`src/rtl/avr_spi_mstr_sched_if.sv`:
```
// Bundle between the SPI burst scheduler, its NREQ requesters and the shared SPI master byte engine.
// master = scheduler side, slave = requesters plus byte engine.
interface avr_spi_mstr_sched_if #(
  parameter int NREQ = 2
);
  logic [NREQ-1:0]   req_valid;
  logic [NREQ-1:0]   req_last;
  logic [8*NREQ-1:0] req_data;
  logic [4*NREQ-1:0] req_cfg;
  logic [NREQ-1:0]   req_ready;
  logic [NREQ-1:0]   rsp_valid;
  logic [7:0]        rsp_data;
  logic              xfer_start;
  logic [7:0]        xfer_data;
  logic [3:0]        xfer_cfg;
  logic              xfer_done;
  logic [7:0]        xfer_rdata;
  logic [NREQ-1:0]   ss_b;
  logic              busy;
  logic              timeout_err;

  modport master (
    input  req_valid, req_last, req_data, req_cfg, xfer_done, xfer_rdata,
    output req_ready, rsp_valid, rsp_data, xfer_start, xfer_data, xfer_cfg,
           ss_b, busy, timeout_err
  );

  modport slave (
    output req_valid, req_last, req_data, req_cfg, xfer_done, xfer_rdata,
    input  req_ready, rsp_valid, rsp_data, xfer_start, xfer_data, xfer_cfg,
           ss_b, busy, timeout_err
  );
endinterface

```
`src/rtl/avr_spi_mstr_sched.sv`:
```
// Per-burst round-robin scheduler sharing one SPI master byte engine among NREQ requesters.
// Optional WAIT/NEXT watchdog enabled by defining AVR_SPI_SCHED_TIMEOUT_EN.
module avr_spi_mstr_sched #(
  parameter int NREQ      = 2,
  parameter int SETUP_CYC = 2,
  parameter int GAP_CYC   = 4,
  parameter int TIMEOUT   = 1024
) (
  input  logic                 clk,
  input  logic                 rst,
  avr_spi_mstr_sched_if.master bus
);

  localparam int OW      = (NREQ > 1) ? $clog2(NREQ) : 1;
  localparam int CNT_MAX = (TIMEOUT > SETUP_CYC && TIMEOUT > GAP_CYC) ? TIMEOUT :
                           ((SETUP_CYC > GAP_CYC) ? SETUP_CYC : GAP_CYC);
  localparam int CW      = $clog2(CNT_MAX + 1);
  localparam logic [NREQ-1:0] SEL0 = NREQ'(1);

  typedef enum logic [2:0] {
    IDLE,
    SETUP,
    START,
    WAIT,
    NEXT,
    GAP
  } state_t;

  state_t         state;
  state_t         state_nxt;
  logic [OW-1:0]  owner;
  logic [OW-1:0]  rr_ptr;
  logic [OW-1:0]  grant_idx;
  logic           grant_found;
  logic           last;
  logic [CW-1:0]  cnt;
  logic           timeout_abort;

  // First pending requester at or after rr_ptr, wrapping around.
  always_comb begin
    grant_found = 1'b0;
    grant_idx   = rr_ptr;
    for (int i = 0; i < NREQ; i++) begin
      if (!grant_found && bus.req_valid[(int'(rr_ptr) + i) % NREQ]) begin
        grant_found = 1'b1;
        grant_idx   = OW'((int'(rr_ptr) + i) % NREQ);
      end
    end
  end

`ifdef AVR_SPI_SCHED_TIMEOUT_EN
  assign timeout_abort = ((state == WAIT && !bus.xfer_done) ||
                          (state == NEXT && !bus.req_valid[owner])) &&
                         (cnt == CW'(TIMEOUT - 1));
`else
  assign timeout_abort = 1'b0;
`endif

  always_ff @(posedge clk or posedge rst) begin
    if (rst) begin
      state <= IDLE;
    end else begin
      state <= state_nxt;
    end
  end

  always_comb begin
    state_nxt = state;
    case (state)
      IDLE:  if (grant_found) state_nxt = SETUP;
      SETUP: if (cnt == CW'(SETUP_CYC - 1)) state_nxt = START;
      START: state_nxt = WAIT;
      WAIT: begin
        if (bus.xfer_done) begin
          state_nxt = last ? GAP : NEXT;
        end else if (timeout_abort) begin
          state_nxt = GAP;
        end
      end
      NEXT: begin
        if (bus.req_valid[owner]) begin
          state_nxt = START;
        end else if (timeout_abort) begin
          state_nxt = GAP;
        end
      end
      GAP:   if (cnt == CW'(GAP_CYC - 1)) state_nxt = IDLE;
      default: state_nxt = IDLE;
    endcase
  end

  // One shared cycle counter, cleared on every state change and saturating otherwise.
  always_ff @(posedge clk or posedge rst) begin
    if (rst) begin
      cnt <= '0;
    end else if (state_nxt != state) begin
      cnt <= '0;
    end else if (cnt != {CW{1'b1}}) begin
      cnt <= cnt + 1'b1;
    end
  end

  assign bus.busy = (state != IDLE);

  always_ff @(posedge clk or posedge rst) begin
    if (rst) begin
      owner          <= '0;
      rr_ptr         <= '0;
      last           <= 1'b0;
      bus.ss_b       <= '1;
      bus.xfer_cfg   <= '0;
      bus.xfer_data  <= '0;
      bus.xfer_start <= 1'b0;
      bus.req_ready  <= '0;
      bus.rsp_valid  <= '0;
      bus.rsp_data   <= '0;
    end else begin
      bus.xfer_start <= 1'b0;
      bus.req_ready  <= '0;
      bus.rsp_valid  <= '0;

      if (state == IDLE && grant_found) begin
        owner        <= grant_idx;
        bus.xfer_cfg <= bus.req_cfg[4*grant_idx +: 4];
        bus.ss_b     <= ~(SEL0 << grant_idx);
      end

      // Byte is taken on the edge into START so xfer_data is already stable with xfer_start.
      if (state_nxt == START) begin
        bus.xfer_start <= 1'b1;
        bus.req_ready  <= SEL0 << owner;
        bus.xfer_data  <= bus.req_data[8*owner +: 8];
        last           <= bus.req_last[owner];
      end

      if (state == WAIT && bus.xfer_done) begin
        bus.rsp_data  <= bus.xfer_rdata;
        bus.rsp_valid <= SEL0 << owner;
      end

      if (state_nxt == GAP && state != GAP) begin
        bus.ss_b <= '1;
        rr_ptr   <= (owner == OW'(NREQ - 1)) ? '0 : owner + 1'b1;
      end
    end
  end

`ifdef AVR_SPI_SCHED_TIMEOUT_EN
  always_ff @(posedge clk or posedge rst) begin
    if (rst) begin
      bus.timeout_err <= 1'b0;
    end else if (timeout_abort) begin
      bus.timeout_err <= 1'b1;
    end
  end
`else
  assign bus.timeout_err = 1'b0;
`endif

endmodule

```
`src/flat_wrapper.sv`:
```
// flat-port wrapper written by rule: the top's interface ports become plain ports
module avr_spi_mstr_sched_flat 
#(
  parameter int NREQ      = 2,
  parameter int SETUP_CYC = 2,
  parameter int GAP_CYC   = 4,
  parameter int TIMEOUT   = 1024
)
  (clk, rst, bus_req_valid, bus_req_last, bus_req_data, bus_req_cfg, bus_xfer_done, bus_xfer_rdata, bus_req_ready, bus_rsp_valid, bus_rsp_data, bus_xfer_start, bus_xfer_data, bus_xfer_cfg, bus_ss_b, bus_busy, bus_timeout_err);
  avr_spi_mstr_sched_if #(.NREQ(NREQ)) bus_i ();
  input  logic clk;
  input  logic rst;
  input wire logic [$bits(bus_i.req_valid)-1:0] bus_req_valid;
  input wire logic [$bits(bus_i.req_last)-1:0] bus_req_last;
  input wire logic [$bits(bus_i.req_data)-1:0] bus_req_data;
  input wire logic [$bits(bus_i.req_cfg)-1:0] bus_req_cfg;
  input wire logic [$bits(bus_i.xfer_done)-1:0] bus_xfer_done;
  input wire logic [$bits(bus_i.xfer_rdata)-1:0] bus_xfer_rdata;
  output wire logic [$bits(bus_i.req_ready)-1:0] bus_req_ready;
  output wire logic [$bits(bus_i.rsp_valid)-1:0] bus_rsp_valid;
  output wire logic [$bits(bus_i.rsp_data)-1:0] bus_rsp_data;
  output wire logic [$bits(bus_i.xfer_start)-1:0] bus_xfer_start;
  output wire logic [$bits(bus_i.xfer_data)-1:0] bus_xfer_data;
  output wire logic [$bits(bus_i.xfer_cfg)-1:0] bus_xfer_cfg;
  output wire logic [$bits(bus_i.ss_b)-1:0] bus_ss_b;
  output wire logic [$bits(bus_i.busy)-1:0] bus_busy;
  output wire logic [$bits(bus_i.timeout_err)-1:0] bus_timeout_err;
  assign bus_i.req_valid = bus_req_valid;
  assign bus_i.req_last = bus_req_last;
  assign bus_i.req_data = bus_req_data;
  assign bus_i.req_cfg = bus_req_cfg;
  assign bus_i.xfer_done = bus_xfer_done;
  assign bus_i.xfer_rdata = bus_xfer_rdata;
  assign bus_req_ready = bus_i.req_ready;
  assign bus_rsp_valid = bus_i.rsp_valid;
  assign bus_rsp_data = bus_i.rsp_data;
  assign bus_xfer_start = bus_i.xfer_start;
  assign bus_xfer_data = bus_i.xfer_data;
  assign bus_xfer_cfg = bus_i.xfer_cfg;
  assign bus_ss_b = bus_i.ss_b;
  assign bus_busy = bus_i.busy;
  assign bus_timeout_err = bus_i.timeout_err;
  avr_spi_mstr_sched #(.NREQ(NREQ), .SETUP_CYC(SETUP_CYC), .GAP_CYC(GAP_CYC), .TIMEOUT(TIMEOUT)) u_core (.clk(clk), .rst(rst), .bus(bus_i));
endmodule
```
`config.mk`:
```
export PLATFORM = sky130hd
export DESIGN_NAME = avr_spi_mstr_sched_flat
export DESIGN_NICKNAME = d
export VERILOG_FILES = /design/src/rtl/avr_spi_mstr_sched_if.sv /design/src/rtl/avr_spi_mstr_sched.sv /design/src/flat_wrapper.sv
export SDC_FILE = /design/constraint.sdc
export NUM_CORES = 1
export LEC_CHECK = 0
export ABC_AREA = 1
export CAP_MARGIN = 20
export CORE_AREA = 2 2 89 65
export DETAILED_ROUTE_END_ITERATION = 10
export DIE_AREA = 0 0 91 67
export PLACE_DENSITY_LB_ADDON = 0.15
export SYNTH_ARGS = -nofsm -noshare
export SYNTH_HDL_FRONTEND = slang
export SYNTH_SLANG_ARGS = --single-unit
export TNS_END_PERCENT = 10
```
`constraint.sdc`:
```
create_clock -name clk -period 1.5 [get_ports clk]
set_input_delay 0.45 -clock clk [delete_from_list [all_inputs] [get_ports clk]]
set_output_delay 0.45 -clock clk [all_outputs]
set_load 0.005 [all_outputs]
```
==> flow_metrics.py, run 1 <==
metrics = {
    "clock_network": {
        "cts_made_buffers": 5,
        "ctsHoldBuffers": 0,
        "root_buffer": "clkbuf_8",
        "cts.sinks": 44,
        "cts_buffer_depth": 2,
        "htreeDepth": 2,
        "cts_tree": "built",
        "clock_latency_ns": 0.30,
        "clk_pin_slew_ns": 0.09,
    },
    "flow_run": {
        "maxCapViolCount": 0,
    },
    "layout": {
        "final_net_count": 390,
        "final_common_cell": "nand2_1",
        "syn_to_final_growth_pct": 61.2,
        "drive_gt1_share_pct": 28.9,
        "insertedDiodeCount": 0,
        "instances_no_fill": 422,
        "final_cell_mix": "63 x nand2_1, 40 x dfrtp_1, 35 x clkdlybuf4s50_1, 32 x buf_4, 28 x dlygate4sd2_1",
    },
    "timing": {
        "finalWorstSetupSlack_ns": -0.133,
        "hold_viol": 0,
        "tns_ns": -1.75,
        "fmax_mhz": 612,
        "finalCritPeriodShare_pct": 109,
        "min_period_ns": 1.63,
        "clock_skew_ns": 0.00811,
        "grt_setup_unrepaired": "yes",
        "finalMaxSlewViolations": 0,
        "finalSetupViolations": 24,
    },
    "pwr": {
        "p_per_area_mw_per_mm2": 1760,
        "power.internal_uw": 3690,
        "power.total_uw": 5960,
        "p_comb_share_pct": 53.4,
        "worst_ir_drop_vdd_v": 0.000730,
        "p_sw_share_pct": 38.1,
        "p_clk_share_pct": 15.1,
        "switchingPower_uw": 2270,
        "total_leakage_power_uw": 0.00163,
        "seq_power_share_pct": 31.5,
    },
    "floorplanning": {
        "initial_utilization_pct": 40.5,
        "rows": 22,
        "design.die.area_mm2": 0.00610,
        "io_pins": 68,
        "die_width_um": 91,
        "die_h_um": 67,
        "core_mm2": 0.00517,
    },
    "yosys": {
        "postSynthAreaPerCell_um2": 8.77,
        "synth-seq-cells": 44,
        "netlist_area_mm2": 0.00210,
        "yosysWarnings": 0,
        "synth_cells": 239,
        "yosysUniqueCellTypes": 29,
        "syn_nets": 280,
        "yosysSeqAreaShare_pct": 52.7,
    },
    "placement": {
        "io_buffers": 66,
        "dpl.hpwl_um": 3980,
        "placed_cells": 407,
        "place.gp.congestion": 0.812,
    },
    "global_route": {
        "grt-ovfl-total": 0,
        "antenna_found_initial": 0,
        "grt_use_total_pct": 18.5,
        "first_global_vias": 1907,
        "grt_pass1_wl_um": 8760,
        "grt_start_max_net_pins": 26,
    },
    "drt": {
        "wl_um": 5520,
        "dr.first_iter.drc_count": 92,
        "drcViolationCount": 0,
        "wl_per_cell_um": 13.1,
        "num_vias": 1980,
        "ant_nets": 0,
        "drt-pass1-iter-count": 4,
        "vias_per_cell": 4.69,
    },
    "outcome": {
        "violations": "negative setup slack",
        "outcome": "finished with violations",
    },
    "worst_setup_path": {
        "arrival_ns": 1.86,
        "r2r-start": "u_core.state[1]",
        "cp-startpoint": "u_core.state[1]",
        "critPathMaxFanout": 8,
        "cp.required_ns": 1.73,
        "start_kind": "flip-flop",
        "worst-setup-path-type": "flip-flop to flip-flop",
        "end_kind": "flip-flop",
    },
    "min_path": {
        "min_path_type": "primary input to asynchronous set/reset pin",
    },
}
per-layer routing:
| metal | share of wire, % | global-route usage (%) | wire, um | vias to the layer above |
|---|---|---|---|---|
| met3 | 8.7 | 7.24 | 481 | 8 |
| li1 | - | - | - | 987 |
| met5 | 0 | 0 | 0 | - |
| met1 | 49 | 25.8 | 2710 | 922 |
| met2 | 41 | 26.4 | 2270 | 63 |
| met4 | 1.1 | 5.68 | 58 | 0 |
layout make-up:
type | instances | area, um^2
fillers | 476 | 1800
inverters | 24 | 92.6
repair buffers | 105 | 956
clock inverters | 2 | 35.0
well taps | 72 | 90.1
clock buffers | 6 | 72.6
multi-input cells | 169 | 1030
flip-flops and latches | 44 | 1110
cell families (layout without fill, tap and decap cells):
family | after synthesis | count (layout) | share of synthesized area (%)
AOI/OAI and AO/OA | 23 | 23 | 5.91
DFF | 44 | 44 | 52.7
adders and majority gates | 2 | 2 | 1.19
and+or+nand+nor | 129 | 131 | 28.4
other | 1 | 1 | 0.179
xor gates and xnor gates | 3 | 3 | 1.25
muxes | 9 | 9 | 4.78
buffers and inverters | 28 | 137 | 5.67
state kept, by name (all words and copies together), names as in the netlist:
| register | count |
|---|---|
| u_core.bus.xfer_cfg | 4 |
| u_core.bus.xfer_data | 8 |
| u_core.bus.req_ready | 2 |
| u_core.cnt | 11 |
| u_core.owner | 1 |
| u_core.bus.xfer_start | 1 |
| u_core.bus.rsp_data | 8 |
| u_core.bus.ss_b | 2 |
| u_core.state | 3 |
| u_core.rr_ptr | 1 |
| u_core.last | 1 |
| u_core.bus.rsp_valid | 2 |
synthesized netlist by cell type:
cell type,instances,area share [%]
xor2_1,3,1.3
nor3_1,4,0.96
buf_6,1,0.54
nand2_1,65,12
ha_1,2,1.2
buf_2,2,0.48
nand3_1,19,4.5
nand4_1,2,0.60
buf_4,1,0.36
nor2_4,2,1.1
nand2_4,1,0.54
a21oi_1,1,0.24
nand3_2,1,0.48
mux2_2,8,4.3
nor2_1,18,3.2
dfstp_2,2,2.5
o21ai_1,1,0.24
nor2_2,12,3.6
a21boi_2,1,0.54
nand2_2,3,0.90
conb_1,1,0.18
nand3b_2,1,0.54
dfrtp_1,42,50
mux2i_1,1,0.48
inv_2,3,0.54
inv_1,21,3.8
o21ai_0,19,4.5
o211ai_1,1,0.36
nor4_1,1,0.30
worst paths after layout:
kind,endpoint,slack [ns],depth (start not counted)
max,u_core.cnt[7],-0.13,12
min,u_core.bus.rsp_data[3],0.36,2
max reg2reg,u_core.cnt[7],-0.13,12
max in group asynchronous,u_core.bus.ss_b[0],0.67,3
min reg2reg,u_core.bus.xfer_cfg[1],0.50,2
min in group clk,u_core.bus.xfer_cfg[1],0.50,2
critical path, cell delays in order, from the launching register on:
cell and delay [ns]:
dfrtp_2 0.45, buf_6 0.15, inv_4 0.05, nor2_2 0.04
nand2_1 0.06, a21boi_4 0.21, nand2_4 0.09, nand2_8 0.12
nand2_4 0.05, inv_2 0.06, nand2_4 0.06, buf_12 0.15
nor2_4 0.08
power groups by stage:
stage	Combinational, uW	Sequential (uW)	Clock [uW]
after global routing	3490	1940	976
after floorplan	1330	1930	0
after global placement	2790	1900	0
after CTS	2930	1870	923
after detailed placement	2820	1920	0
final	3180	1880	899
repair_timing:
action	CTS	global route
pin swaps	9	15
resized for setup	60	21
setup endpoints to repair	54	42
setup buffers	4	1
cloned	0	2
per-stage QoR:
stage,worst slack (ns),cell area (um^2),utilization (%),hold slack (ns)
final,-0.133,3380,65.3,0.362
after global routing,-0.222,3380,65.3,0.383
after CTS,-0.109,3300,63.7,0.358
after detailed placement,-0.490,3100,59.9,0.485
after global placement,-0.474,3100,59.9,0.475
after floorplan,0.0154,2100,-,0.460
Note: power is estimated with default switching activity, not from simulation.
==> run 2: changes to the inputs <==
--- a/config.mk
+++ b/config.mk
@@ -6,6 +6,7 @@
 export NUM_CORES = 1
 export LEC_CHECK = 0
 export ABC_AREA = 1
+export ABC_CLOCK_PERIOD_IN_PS = 1500
 export CAP_MARGIN = 20
 export CORE_AREA = 2 2 89 65
 export DETAILED_ROUTE_END_ITERATION = 10
==> results of run 2 <==
Same layout as run 1: the final DEF is identical, and so are final timing and power.
